--- src/rtl/leaf_nn_search.sv ---
// KD-tree leaf stage: fetches the LEAF_SIZE candidates of the resolved leaf and
// returns the candidate with the minimum SAD distance to the query.
module leaf_nn_search #(
    parameter int PATCH_WIDTH   = 55,
    parameter int DIM           = 5,
    parameter int COMP_WIDTH    = 11,
    parameter int ADDRESS_WIDTH = 8,
    parameter int LEAF_SIZE     = 8,
    parameter int SLOT_WIDTH    = 3,
    parameter int DIST_WIDTH    = 16
) (
    input  logic                                clk,
    input  logic                                rst,
    input  logic                                in_valid,
    output logic                                in_ready,
    input  logic [PATCH_WIDTH-1:0]              patch_in,
    input  logic [ADDRESS_WIDTH-1:0]            leaf_index,
    output logic                                mem_ren,
    output logic [ADDRESS_WIDTH+SLOT_WIDTH-1:0] mem_addr,
    input  logic [PATCH_WIDTH-1:0]              mem_rdata,
    output logic                                out_valid,
    input  logic                                out_ready,
    output logic [DIST_WIDTH-1:0]               out_dist,
    output logic [ADDRESS_WIDTH+SLOT_WIDTH-1:0] out_idx
);

    typedef enum logic [1:0] {IDLE, FETCH, DRAIN, DONE} state_t;

    state_t                              state, state_nxt;
    logic                                accept;
    logic [SLOT_WIDTH-1:0]               slot;
    logic [SLOT_WIDTH-1:0]               rd_slot;
    logic                                rd_valid;
    logic [ADDRESS_WIDTH-1:0]            leaf_q;
    logic [PATCH_WIDTH-1:0]              query_q;
    logic [DIST_WIDTH-1:0]               sad;
    logic [DIST_WIDTH-1:0]               best_dist;
    logic [ADDRESS_WIDTH+SLOT_WIDTH-1:0] best_idx;
    logic [COMP_WIDTH-1:0]               q_comp, c_comp, diff;

    always_ff @(posedge clk or posedge rst) begin
        if (rst) state <= IDLE;
        else     state <= state_nxt;
    end

    always_comb begin
        state_nxt = state;
        in_ready  = 1'b0;
        mem_ren   = 1'b0;
        out_valid = 1'b0;
        accept    = 1'b0;
        case (state)
            IDLE: begin
                in_ready = 1'b1;
                if (in_valid) begin
                    accept    = 1'b1;
                    state_nxt = FETCH;
                end
            end
            FETCH: begin
                mem_ren = 1'b1;
                if (slot == SLOT_WIDTH'(LEAF_SIZE - 1)) state_nxt = DRAIN;
            end
            DRAIN: state_nxt = DONE;
            DONE: begin
                out_valid = 1'b1;
                if (out_ready) state_nxt = IDLE;
            end
            default: state_nxt = IDLE;
        endcase
    end

    assign mem_addr = {leaf_q, slot};
    assign out_dist = best_dist;
    assign out_idx  = best_idx;

    always_comb begin
        sad    = '0;
        q_comp = '0;
        c_comp = '0;
        diff   = '0;
        for (int unsigned k = 0; k < DIM; k++) begin
            q_comp = query_q[k*COMP_WIDTH +: COMP_WIDTH];
            c_comp = mem_rdata[k*COMP_WIDTH +: COMP_WIDTH];
            diff   = (q_comp >= c_comp) ? (q_comp - c_comp) : (c_comp - q_comp);
            sad    = sad + DIST_WIDTH'(diff);
        end
    end

    // rd_valid/rd_slot track the slot whose data arrives on mem_rdata this cycle.
    always_ff @(posedge clk or posedge rst) begin
        if (rst) begin
            leaf_q    <= '0;
            query_q   <= '0;
            slot      <= '0;
            rd_valid  <= 1'b0;
            rd_slot   <= '0;
            best_dist <= '0;
            best_idx  <= '0;
        end else begin
            if (accept) begin
                leaf_q  <= leaf_index;
                query_q <= patch_in;
                slot    <= '0;
            end else if (mem_ren) begin
                slot <= slot + 1'b1;
            end
            rd_valid <= mem_ren;
            rd_slot  <= slot;
            if (rd_valid && (rd_slot == '0 || sad < best_dist)) begin
                best_dist <= sad;
                best_idx  <= {leaf_q, rd_slot};
            end
        end
    end

endmodule

--- config.mk ---
export PLATFORM = sky130hd
export DESIGN_NAME = leaf_nn_search
export DESIGN_NICKNAME = d
export VERILOG_FILES = /design/src/rtl/leaf_nn_search.sv
export SDC_FILE = /design/constraint.sdc
export NUM_CORES = 1
export LEC_CHECK = 0
export CORE_MARGIN = 10
export CORE_UTILIZATION = 47
export CTS_BUF_LIST = sky130_fd_sc_hd__clkbuf_8
export DETAILED_ROUTE_END_ITERATION = 6
export GPL_ROUTABILITY_DRIVEN = 0
export HOLD_SLACK_MARGIN = 0.1
export MAX_ROUTING_LAYER = met4
export PLACE_DENSITY = 0.7
export SKIP_CTS_REPAIR_TIMING = 1
export SLEW_MARGIN = 20
export SYNTH_ARGS = -nofsm -noshare
export SYNTH_HDL_FRONTEND = slang
export SYNTH_SLANG_ARGS = --single-unit
--- constraint.sdc ---
create_clock -name clk -period 9.43 [get_ports clk]
set_input_delay 1.4145 -clock clk [delete_from_list [all_inputs] [get_ports clk]]
set_output_delay 1.4145 -clock clk [all_outputs]
set_load 0.02 [all_outputs]
# Yosys cells after proc, flatten, opt, wreduce, memory -nomap -nowiden
# Index checks and enable logic that the tools add are counted.
dict set report totals {
  ramBits 0
  latch_bits 0
  mem_count 0
  ff_bits 99
  word_cells 58
  in_bits 122
  mem_bits_ro 0
}
dict set report op_classes {
  multipliers 0
  magnitude_cmp 6
  n_reduce_logical 6
  shift 0
  eq_ne 7
  n_div 0
  mux 16
  add_sub_neg 15
  n_bitwise 0
}
# operator count
set op_table {}
lappend op_table {{11-bit subtractor} 10}
lappend op_table {{11-bit >= comparator} 5}
lappend op_table {{11-bit 2-to-1 mux} 5}
lappend op_table {{15-bit by 16-bit less-than comparator with 1-bit output} 1}
lappend op_table {{14-bit by 11-bit adder with 15-bit output} 1}
lappend op_table {{13-bit by 11-bit adder with 14-bit output} 1}
lappend op_table {{12-bit by 11-bit adder with 13-bit output} 1}
lappend op_table {{11-bit by 11-bit adder with 12-bit output} 1}
lappend op_table {{2-bit one-hot mux with 4 select lines} 1}
lappend op_table {{2-bit 2-to-1 mux} 3}
lappend op_table {{3-bit 2-to-1 mux} 2}
lappend op_table {{2-bit inequality test, second input constant} 3}
lappend op_table {{1-bit 2-to-1 mux} 5}
lappend op_table {{2-bit == test, second input constant} 2}
lappend op_table {{3-bit by 1-bit adder with 3-bit output, second input constant} 1}
lappend op_table {{3-bit == test, second input constant} 1}
lappend op_table {{3-bit zero test} 1}
lappend op_table {{3-bit AND reduction} 1}
lappend op_table {{2-bit by 1-bit == test with 1-bit output, second input constant} 1}
lappend op_table {{2-bit zero test} 1}
lappend op_table {{2-bit nonzero test} 1}
lappend op_table {{1-bit logical AND} 1}
lappend op_table {{1-bit logical OR} 1}

# Longest topological paths before layout
# Gate-level depths: netlist of run 1.
dict set report logic_depth {
  depth_word 9
  depth_mapped 31
}

# Worst setup path after synthesis of run 1
# OpenSTA, ideal clock, no wires.
dict set report synth_timing {
  path_type {input to register}
  from {input mem_rdata[46]}
  to {register best_dist[10] (netlist: out_dist[10])}
  setup_slack_ps 1430
  cell_stages 29
  arrival_ps 7875
  cell_sequence {inv_1 ha_1 buf_4 a21oi_1 a2111oi_2 nor2_1 o21ai_2 buf_4 mux2_2 fa_1 inv_1 fa_1 fa_1 inv_1 ha_1 fa_1 a21oi_1 o21ai_0 a21oi_1 o2bb2ai_1 xnor2_1 ha_1 nand4_1 or4_1 a31oi_1 a211oi_2 nor2_4 buf_6 mux2_4}
}
dict set report synth_via {
  elab_chain_cells 6
  elab_cells_between_ends 8
  classes_between {add/sub: 3; order compare: 2; mux: 1; reduce/logical: 2}
}
# element line
set synth_rtl {}
lappend synth_rtl {{start, declared} 20} ;# input logic [PATCH_WIDTH-1:0] mem_rdata,
lappend synth_rtl {{11-bit subtractor or 11-bit >= comparator (tied branches)} 85} ;# diff = (q_comp >= c_comp) ? (q_comp - c_comp) : (c_comp - q_comp);
lappend synth_rtl {{11-bit 2-to-1 mux (*)} 85}
lappend synth_rtl {{14-bit by 11-bit adder with 15-bit output (*)} 86} ;# sad = sad + DIST_WIDTH'(diff);
lappend synth_rtl {{via sad[9]} 36} ;# logic [DIST_WIDTH-1:0] sad;
lappend synth_rtl {{15-bit by 16-bit less-than comparator with 1-bit output (*)} 110} ;# if (rd_valid && (rd_slot == '0 || sad < best_dist)) begin
lappend synth_rtl {{1-bit logical OR (*)} 110}
lappend synth_rtl {{1-bit logical AND (*)} 110}
lappend synth_rtl {{end signal, assigned} 98} ;# best_dist <= '0;
lappend synth_rtl {{end signal, assigned} 111} ;# best_dist <= sad;
lappend synth_rtl {{end, declared} 37} ;# logic [DIST_WIDTH-1:0] best_dist;
# Mark *: on every way through the listed nets, which the timed path passes. The rest lies on a longest branch.
# A chain may end at the register's enable or synchronous reset.

# Final worst setup path of run 1
dict set report layout_timing {
  from {input mem_rdata[1]}
  to {register best_idx[5] (netlist: out_idx[5])}
}
dict set report layout_via {
  elab_chain_cells 9
  elab_cells_between_ends 11
  classes_between {add/sub: 6; order compare: 2; mux: 1; reduce/logical: 2}
}
# element line
set layout_rtl {}
lappend layout_rtl {{11-bit subtractor or 11-bit >= comparator (tied branches)} 85}
lappend layout_rtl {{11-bit 2-to-1 mux (*)} 85}
lappend layout_rtl {{11-bit by 11-bit adder with 12-bit output (*)} 86}
lappend layout_rtl {{12-bit by 11-bit adder with 13-bit output (*)} 86}
lappend layout_rtl {{13-bit by 11-bit adder with 14-bit output (*)} 86}
lappend layout_rtl {{14-bit by 11-bit adder with 15-bit output (*)} 86}
lappend layout_rtl {{via sad[9]} 36}
lappend layout_rtl {{15-bit by 16-bit less-than comparator with 1-bit output (*)} 110}
lappend layout_rtl {{1-bit logical OR (*)} 110}
lappend layout_rtl {{1-bit logical AND (*)} 110}
lappend layout_rtl {{end signal, assigned} 112} ;# best_idx <= {leaf_q, rd_slot};
lappend layout_rtl {{end, declared} 38} ;# logic [ADDRESS_WIDTH+SLOT_WIDTH-1:0] best_idx;
# Marked as above.

==> results of run 1 <==
flip-flops by register name, indices dropped and copies added (netlist names):
signal and count:
leaf_q 8, out_idx 11, rd_valid 1, state 2, rd_slot 3, slot 3, query_q 55, out_dist 14
worst max path at each step:
stage                              end  cells past startpoint          start
after floorplan           out_dist[10]                     29  mem_rdata[46]
after detailed placement   out_dist[4]                     29   mem_rdata[1]
after CTS                  out_dist[5]                     29   mem_rdata[1]
final                       out_idx[5]                     29   mem_rdata[1]
after global placement      out_idx[9]                     29   mem_rdata[1]
after global routing       out_dist[6]                     29   mem_rdata[1]
per-layer routing:
metal / global-route usage, % / vias up / wire length, um
met5: - / - / 0
met4: 3.055 / 0 / 213
met3: 3.201 / 18 / 938
met2: 30.08 / 171 / 11850
met1: 22.14 / 3671 / 11330
li1: - / 3880 / -
synth_stat cells, drive strengths merged, types with 11 or more instances:
| library cell | number |
|---|---|
| nand4 | 12 |
| xnor2 | 31 |
| fa | 42 |
| buf | 24 |
| ha | 138 |
| nor2b | 14 |
| inv | 196 |
| dfrtp | 97 |
| nand2 | 41 |
| xor2 | 25 |
| nor2 | 30 |
| o21ai | 54 |
| mux2i | 29 |
| o21a | 11 |
| a21o | 39 |
| a21oi | 67 |
| clkbuf | 13 |
| mux2 | 92 |
| o21bai | 12 |
cell type report:
cell class	instances	share of cell area, %
clock buffers	9	1.022
inverters	196	6.088
clock inverters	7	0.8874
well taps	275	2.838
flip-flops and latches	97	20.02
multi-input cells	743	55.46
repair buffers	166	13.68
worst max-delay path: cells and delay by family:
kind / cells / cell delay [ps]
fa+ha+maj: 7 / 2800
buf+inv: 5 / 940
xor+xnor: 1 / 120
simple gates: 4 / 960
compound gates: 10 / 2040
mux: 2 / 760
kinds of logic after synthesis:
kind of cell,share of synthesized area (%)
AOI/OAI and AO/OA,15.58
adders and majority gates,25.39
DFF,24.01
other,0.03709
muxes,13.53
xor gates and xnor gates,4.851
buffers and inverters,9.541
and+or+nand+nor,7.066
stage by stage:
step	util (%)	worst slack [ps]	std cells	hold slack [ps]
after global placement	56.40	446.5	1477	419.5
after floorplan	-	1430	1073	482.9
after CTS	57.50	663.0	1493	451.7
after global routing	57.50	86.73	1493	468.2
final	57.50	641.7	1493	441.2
after detailed placement	56.40	254.6	1477	428.2
==> flow_summary.yaml, run 1 <==
placed_design:
  io_buffers: 160
  dp_hpwl_mm: 20.20
  post_dp_cell_area_sq_mm: 0.01189
die:
  die_w_um: 166.7
  start_util_pct: 47.95
  die_height_um: 166.7
  num_rows: 53
  die_area_sq_mm: 0.02778
  io-pin-count: 163
  core_area_sq_mm: 0.02109
cells_and_area:
  synthToLayoutAreaGrowth_pct: 19.92
  multi_input_area_sq_mm: 0.006725
  regArea_sq_mm: 0.002427
  antenna_cells: 0
  nets: 1515
  final_common_cell: "inv_1"
  fillers: 1863
  drive_gt1_share_pct: 10.76
  stdcell_area_sq_mm: 0.01213
  final_cell_mix: "195 x inv_1, 160 x clkdlybuf4s50_1, 138 x ha_1, 97 x dfrtp_1, 80 x mux2_2"
routing:
  wl_mm: 24.33
  drt_iter0_drc: 448
  route.vias.total: 7740
  dr.pass1.iters: 5
  ant_nets: 0
  drc: 0
  wl_per_cell_um: 16.30
  avgViaCountPerCell: 5.184
logic_synthesis:
  ys.flop_type: "dfrtp_1"
  synth_top_cell_area_share_pct: 24.01
  synth_area_sq_mm: 0.01011
  ys_seq_area_share_pct: 24.01
  synth.distinct_cells: 65
  yosysTopAreaCell: "dfrtp_1"
  async_reset_ff_share_pct: 100.0
  ys_ff_latch: 97
  syn_avg_cell_area_sq_um: 9.432
  netlist_top_cells_area: "dfrtp_1 24%, ha_1 17%, mux2_2 8.9%"
  yosysWarnings: 0
  syn_inst: 1072
  synth_edf_count: 0
flow_run:
  maxCapViolations: 0
sta:
  fin_crit_ps: 8788
  rsz0062_at_grt: "no"
  skew_ps: 10.26
  slew_headroom_pct: 45.94
  fin_setup_tns_ps: 0
  maxSlewViolCount: 0
  finalSetupViolCount: 0
  tightest_slew_ps: 810.9
  period_share_pct: 93.19
  hold_violations: 0
  max_freq_mhz: 113.8
cts:
  cts_tree: "built"
  clk_latency_ps: 400
  ctsHtreeMaxLevel: 3
  root_buffer: "clkbuf_8"
  clk_pin_slew_ps: 110
  clock_path_buffers: 2
  numCtsBuffers: 9
  cts.sinks: 97
worst_setup_path:
  max_stage_delay_ps: 540
  r2r-end: "out_idx[5]"
  critPathRequiredTime_ps: 9720
  worstSetupStartpointType: "input pin"
  r2r_start: "query_q[7]"
  worst_r2r_path_depth: 27
  critical_path_arrival_ps: 9080
  cpMaxStageDelayCell: "fa_1"
  crit_fanout: 20
  path_class: "in2reg"
  worstSetupEndpointType: "flip-flop"
  cp_common_cell: "fa_1"
  r2r_slack_ps: 1770
global_route:
  grt_pass1_wl_mm: 40.57
  grt_pass1_vias: 8246
  antenna_found_initial: 0
  grt_max_degree: 63
  grt-ovfl-total: 0
  track_usage_pct: 17.83
hold_path:
  hold_path.class: "reg2reg"
  hold_end: "rd_slot[1]"
  hold_depth: 0
  min-delay-start: "slot[1]"
outcome:
  status: "finished, final reports clean"
Power of run 1 is not shown: default switching activity piles up to over one toggle a cycle in this logic, so the estimate is an artifact.
==> inputs of run 2 (changes only) <==
--- a/config.mk
+++ b/config.mk
@@ -5,14 +5,13 @@
 export SDC_FILE = /design/constraint.sdc
 export NUM_CORES = 1
 export LEC_CHECK = 0
-export CORE_MARGIN = 10
-export CORE_UTILIZATION = 47
+export CORE_UTILIZATION = 57
 export CTS_BUF_LIST = sky130_fd_sc_hd__clkbuf_8
 export DETAILED_ROUTE_END_ITERATION = 6
 export GPL_ROUTABILITY_DRIVEN = 0
 export HOLD_SLACK_MARGIN = 0.1
 export MAX_ROUTING_LAYER = met4
-export PLACE_DENSITY = 0.7
+export PLACE_DENSITY = 0.82
 export SKIP_CTS_REPAIR_TIMING = 1
 export SLEW_MARGIN = 20
 export SYNTH_ARGS = -nofsm -noshare
==> run 2 against run 1 <==
Against the previous run: critical path type unchanged; critical endpoint is now out_dist[7]; utilization grew 12 points; highest routed layer unchanged; final cell count shrank 3.3%; clock skew grew 6.3 ps.
==> flow_summary.yaml, run 2 (same netlist as run 1, synthesis figures left out) <==
die:
  num_rows: 48
  start_util_pct: 58.46
  io-pin-count: 163
  core_area_sq_mm: 0.01730
  die_w_um: 135.2
  die_height_um: 135.2
  die_area_sq_mm: 0.01828
hold_path:
  hold_depth: 0
  hold_path.class: "reg2reg"
routing:
  dr.pass1.iters: 5
  dr_wl_met3_mm: 1.109
  drt_iter0_drc: 301
  met1_length_mm: 9.912
  ant_nets: 0
  highest_layer: "met4"
  avgViaCountPerCell: 5.465
  wl_per_cell_um: 15.69
  route.vias.total: 7892
  drc: 0
  dr_wl_met2_mm: 11.08
  wl_mm: 22.66
placed_design:
  io_buffers: 160
  dp_hpwl_mm: 18.32
  place_ws_ps: 311.2
  post_dp_cell_area_sq_mm: 0.01183
cts:
  clk_latency_ps: 400
  clock_path_buffers: 2
  cts_tree: "built"
  root_buffer: "clkbuf_8"
  cts.sinks: 97
  clk_pin_slew_ps: 90
  ctsHtreeMaxLevel: 3
  numCtsBuffers: 9
sta:
  rsz0062_at_grt: "no"
  skew_ps: 16.60
  tightest_slew_ps: 812.4
  period_share_pct: 93.60
  max_freq_mhz: 113.3
  maxSlewViolCount: 0
  fin_setup_tns_ps: 0
  hold_violations: 0
  setup_slack_ps: 603.1
  finalSetupViolCount: 0
  slew_headroom_pct: 45.65
  fin_crit_ps: 8827
flow_run:
  maxCapViolations: 0
worst_setup_path:
  critPathRequiredTime_ps: 9710
  worstSetupEndpointType: "flip-flop"
  worst_r2r_path_depth: 27
  crit_fanout: 15
  critical_path_arrival_ps: 9100
  cpMaxStageDelayCell: "fa_1"
  cp_common_cell: "fa_1"
  worstSetupStartpointType: "input pin"
  max_stage_delay_ps: 540
  r2r_slack_ps: 1770
  path_class: "in2reg"
cells_and_area:
  final_common_cell: "inv_1"
  synthToLayoutAreaGrowth_pct: 18.72
  antenna_cells: 0
  largest_register_ffs: 55
  final_cell_mix: "195 x inv_1, 160 x clkdlybuf4s50_1, 138 x ha_1, 97 x dfrtp_1, 80 x mux2_2"
  nets: 1516
  fillers: 1382
  top_register: "query_q"
  drive_gt1_share_pct: 10.83
  stdcell_area_sq_mm: 0.01200
global_route:
  grt_pass1_vias: 7899
  grt-ovfl-total: 0
  grt_max_degree: 55
  grt_pass1_wl_mm: 37.24
  antenna_found_initial: 0
  track_usage_pct: 26.59
outcome:
  status: "finished, final reports clean"
[run 2: cell count changes in the layout (fill, tap and decap cells not counted), sizes merged]
cell,previous run,this run
bufinv,2,0
buf,6,7
clkinvlp,1,2
clkinv,0,2
inv,200,199
[run 2: metrics by stage]
| step | utilization (%) | hold WS (ps) | instances |
|---|---|---|---|
| 2_1_floorplan | - | 482.9 | 1073 |
| 4_1_cts | 69.40 | 446.3 | 1444 |
| 6_report | 69.40 | 446.9 | 1444 |
| 5_1_grt | 69.40 | 468.8 | 1444 |
| 3_5_place_dp | 68.37 | 424.1 | 1428 |
| 3_3_place_gp | 68.37 | 423.0 | 1428 |
[run 2: worst paths after layout]
kind / from / end
setup / recovery: mem_rdata[1] / out_dist[7]
hold / removal: slot[1] / rd_slot[1]
setup reg to reg: query_q[7] / out_dist[7]
hold reg to reg: slot[1] / rd_slot[1]
max in group asynchronous: rst / query_q[31]
min in group asynchronous: rst / out_idx[8]
[run 2: critical path, delay by kind of cell]
| kind | cells | cell delay, ps |
|---|---|---|
| fa+ha+maj | 7 | 2800 |
| compound gates | 10 | 2110 |
| buf+inv | 5 | 990 |
| simple gates | 4 | 850 |
| mux | 2 | 800 |
| xor+xnor | 1 | 130 |
[run 2: area by class of cell]
| cell class | instances | area (sq um) | share of cell area [%] |
|---|---|---|---|
| well taps | 225 | 281.5 | 2.345 |
| repair buffers | 167 | 1654 | 13.78 |
| multi-input cells | 743 | 6725 | 56.02 |
| clock buffers | 9 | 123.9 | 1.032 |
| clock inverters | 7 | 53.80 | 0.4482 |
| flip-flops and latches | 97 | 2427 | 20.22 |
| inverters | 196 | 738.2 | 6.150 |
[run 2: per-layer routing]
metal | GRT usage, % | vias to the layer above
met5 | - | -
met1 | 32.20 | 3756
met4 | 8.052 | 0
li1 | - | 3879
met3 | 5.275 | 42
met2 | 44.64 | 215
Power of run 2 is left out for the same reason.
==> edit (config.mk and constraints of run 2) <==
`SLOT_WIDTH`: 3 -> 6.
--- a/src/rtl/leaf_nn_search.sv
+++ b/src/rtl/leaf_nn_search.sv
@@ -6,7 +6,7 @@
     parameter int COMP_WIDTH    = 11,
     parameter int ADDRESS_WIDTH = 8,
     parameter int LEAF_SIZE     = 8,
-    parameter int SLOT_WIDTH    = 3,
+    parameter int SLOT_WIDTH    = 6,
     parameter int DIST_WIDTH    = 16
 ) (
     input  logic                                clk,
Ports: changed (resized mem_addr and out_idx); port bits go from 163 to 169. No check against the original RTL was run, so the function may have changed too.
==> edit against run 2 <==
- setup slack better by 250 ps
- critical path type unchanged
- routed wire length up 5.6%
- final area up 4.3%
- non-clock buffer count up 5
- sequential cell count up 9
- hold slack better by 25 ps
- synthesized area up 4.1%
Power is left out: the tool's default activity adds up to more than one toggle a clock period on the data nets, which glitch-free logic cannot reach.
==> edit: results (changes against run 2) <==
The share of the synthesized area in compound gates (AO/OA/AOI/OAI) is 17.12% (+1.5 points), and the total of fill cells in the finished design is 1,421 (+2.8%). The path with the worst hold slack has its endpoint at rd_slot[5]$_DFF_PP0_. The sequential cell count is 106 (+9.3%), and the initial DRC count is 419 (+39%).

The buffering overhead came out at 13.73% (-0.052 points). The logs give 76 (+38%) for the largest net degree at the start of global routing and 2020 ps (+250 ps) for the slack of the worst reg-to-reg path. The delay of the slowest cell on the worst path is 620 ps (+80 ps).

The logs give 1,176 (+9.7%) for the count of mapped cells out of synthesis and 8850 ps (-250 ps) for the data arrival time of the critical path. For the post-DP HPWL, the log shows 19,620 µm (+7.1%). The fraction of the mapped netlist area in adder cells is 24.27% (-1.1 points). The largest fanout on the critical path came out at 23 (+8).

Count of cell types in the netlist: 69 (+6.2%). The final net count is 1,615 (+6.5%). The count of input and output buffers is 166 (+3.8%), and the total routing resource utilization after global routing is 26.46% (-0.13 points). The run gives 13.32 ps (-3.287 ps) as the worst clock skew. The run gives 835 (+12%) as the multi-input combinational cell count. The via count of the first global-routing pass is 8,308 (+5.2%), and the total wirelength of the detailed-routed design is 23,920 µm (+5.6%). The synthesized-area fraction occupied by xor and xnor cells works out to 4.658% (-0.19 points). The worst hold path begins at slot[5]$_DFFE_PP0P_. The run gives 6965 µm² (+3.6%) as the area of combinational cells with multiple inputs. The run finished with clean final reports. The fraction of layout cells with a size suffix above 1 was 6.065% (-4.8 points). Routed wirelength normalized by instance count: 15.45 µm (-1.5%).

The number of ordinary and repair buffers in the finished layout is 172 (+3.0%). In this run the critical register-to-register path is launched from query_q[46]$_DFFE_PP0P_. The clock transition at the registers of the reported paths is 110 ps (+20 ps), and the first-pass GRT wire length is 38,450 µm (+3.3%). The reg-to-reg critical path endpoint was out_idx[6]$_DFFE_PP0P_. Worst-margin pin slew: 890.0 ps (+77.57 ps). The largest individual stage delay along the critical path comes from the cell sky130_fd_sc_hd__or4b_2. The fraction of the yosys area taken by sequential cells is 25.19% (+1.2 points), and the portion of netlist area occupied by mux cells is 9.364% (-4.2 points). The non-clock inverter instance count of the final layout came out at 190 (-3.1%).

Ranked by instance count, the synthesized netlist is headed by sky130_fd_sc_hd__inv_1, sky130_fd_sc_hd__ha_1, sky130_fd_sc_hd__dfrtp_1. The most critical setup path has its endpoint at out_idx[6]$_DFFE_PP0P_. The average via count per standard cell works out to 5.539 (+1.3%).
-- edit: cell families after synthesis --
| kind of cell | Yosys count |
|---|---|
| DFF | 106 |
| xor gates and xnor gates | 56 |
| other | 1 |
| adders and majority gates | 179 |
| muxes | 86 |
| AOI/OAI and AO/OA | 280 |
| buffers and inverters | 236 |
| and+or+nand+nor | 232 |
-- edit: layer usage --
metal / global-route usage, % / wire length, µm
met5: - / 0
met2: 45.64 / 11940
met1: 32.20 / 10550
met3: 3.509 / 959
met4: 7.911 / 463
-- edit: critical path, delay by kind of cell --
kind | cells | cell delay, ps
mux | 2 | 600
simple gates | 5 | 1060
fa+ha+maj | 6 | 2420
compound gates | 9 | 1830
buf+inv | 6 | 1130
xor+xnor | 1 | 350
-- edit: stage by stage --
step	hold slack, ps	worst slack [ps]	cell area (µm²)
2_1_floorplan	473.3	1471	10530
3_3_place_gp	436.5	735.8	12340
3_5_place_dp	440.0	449.5	12340
4_1_cts	465.4	874.1	12520
5_1_grt	481.8	489.9	12520
6_report	471.7	857.5	12520
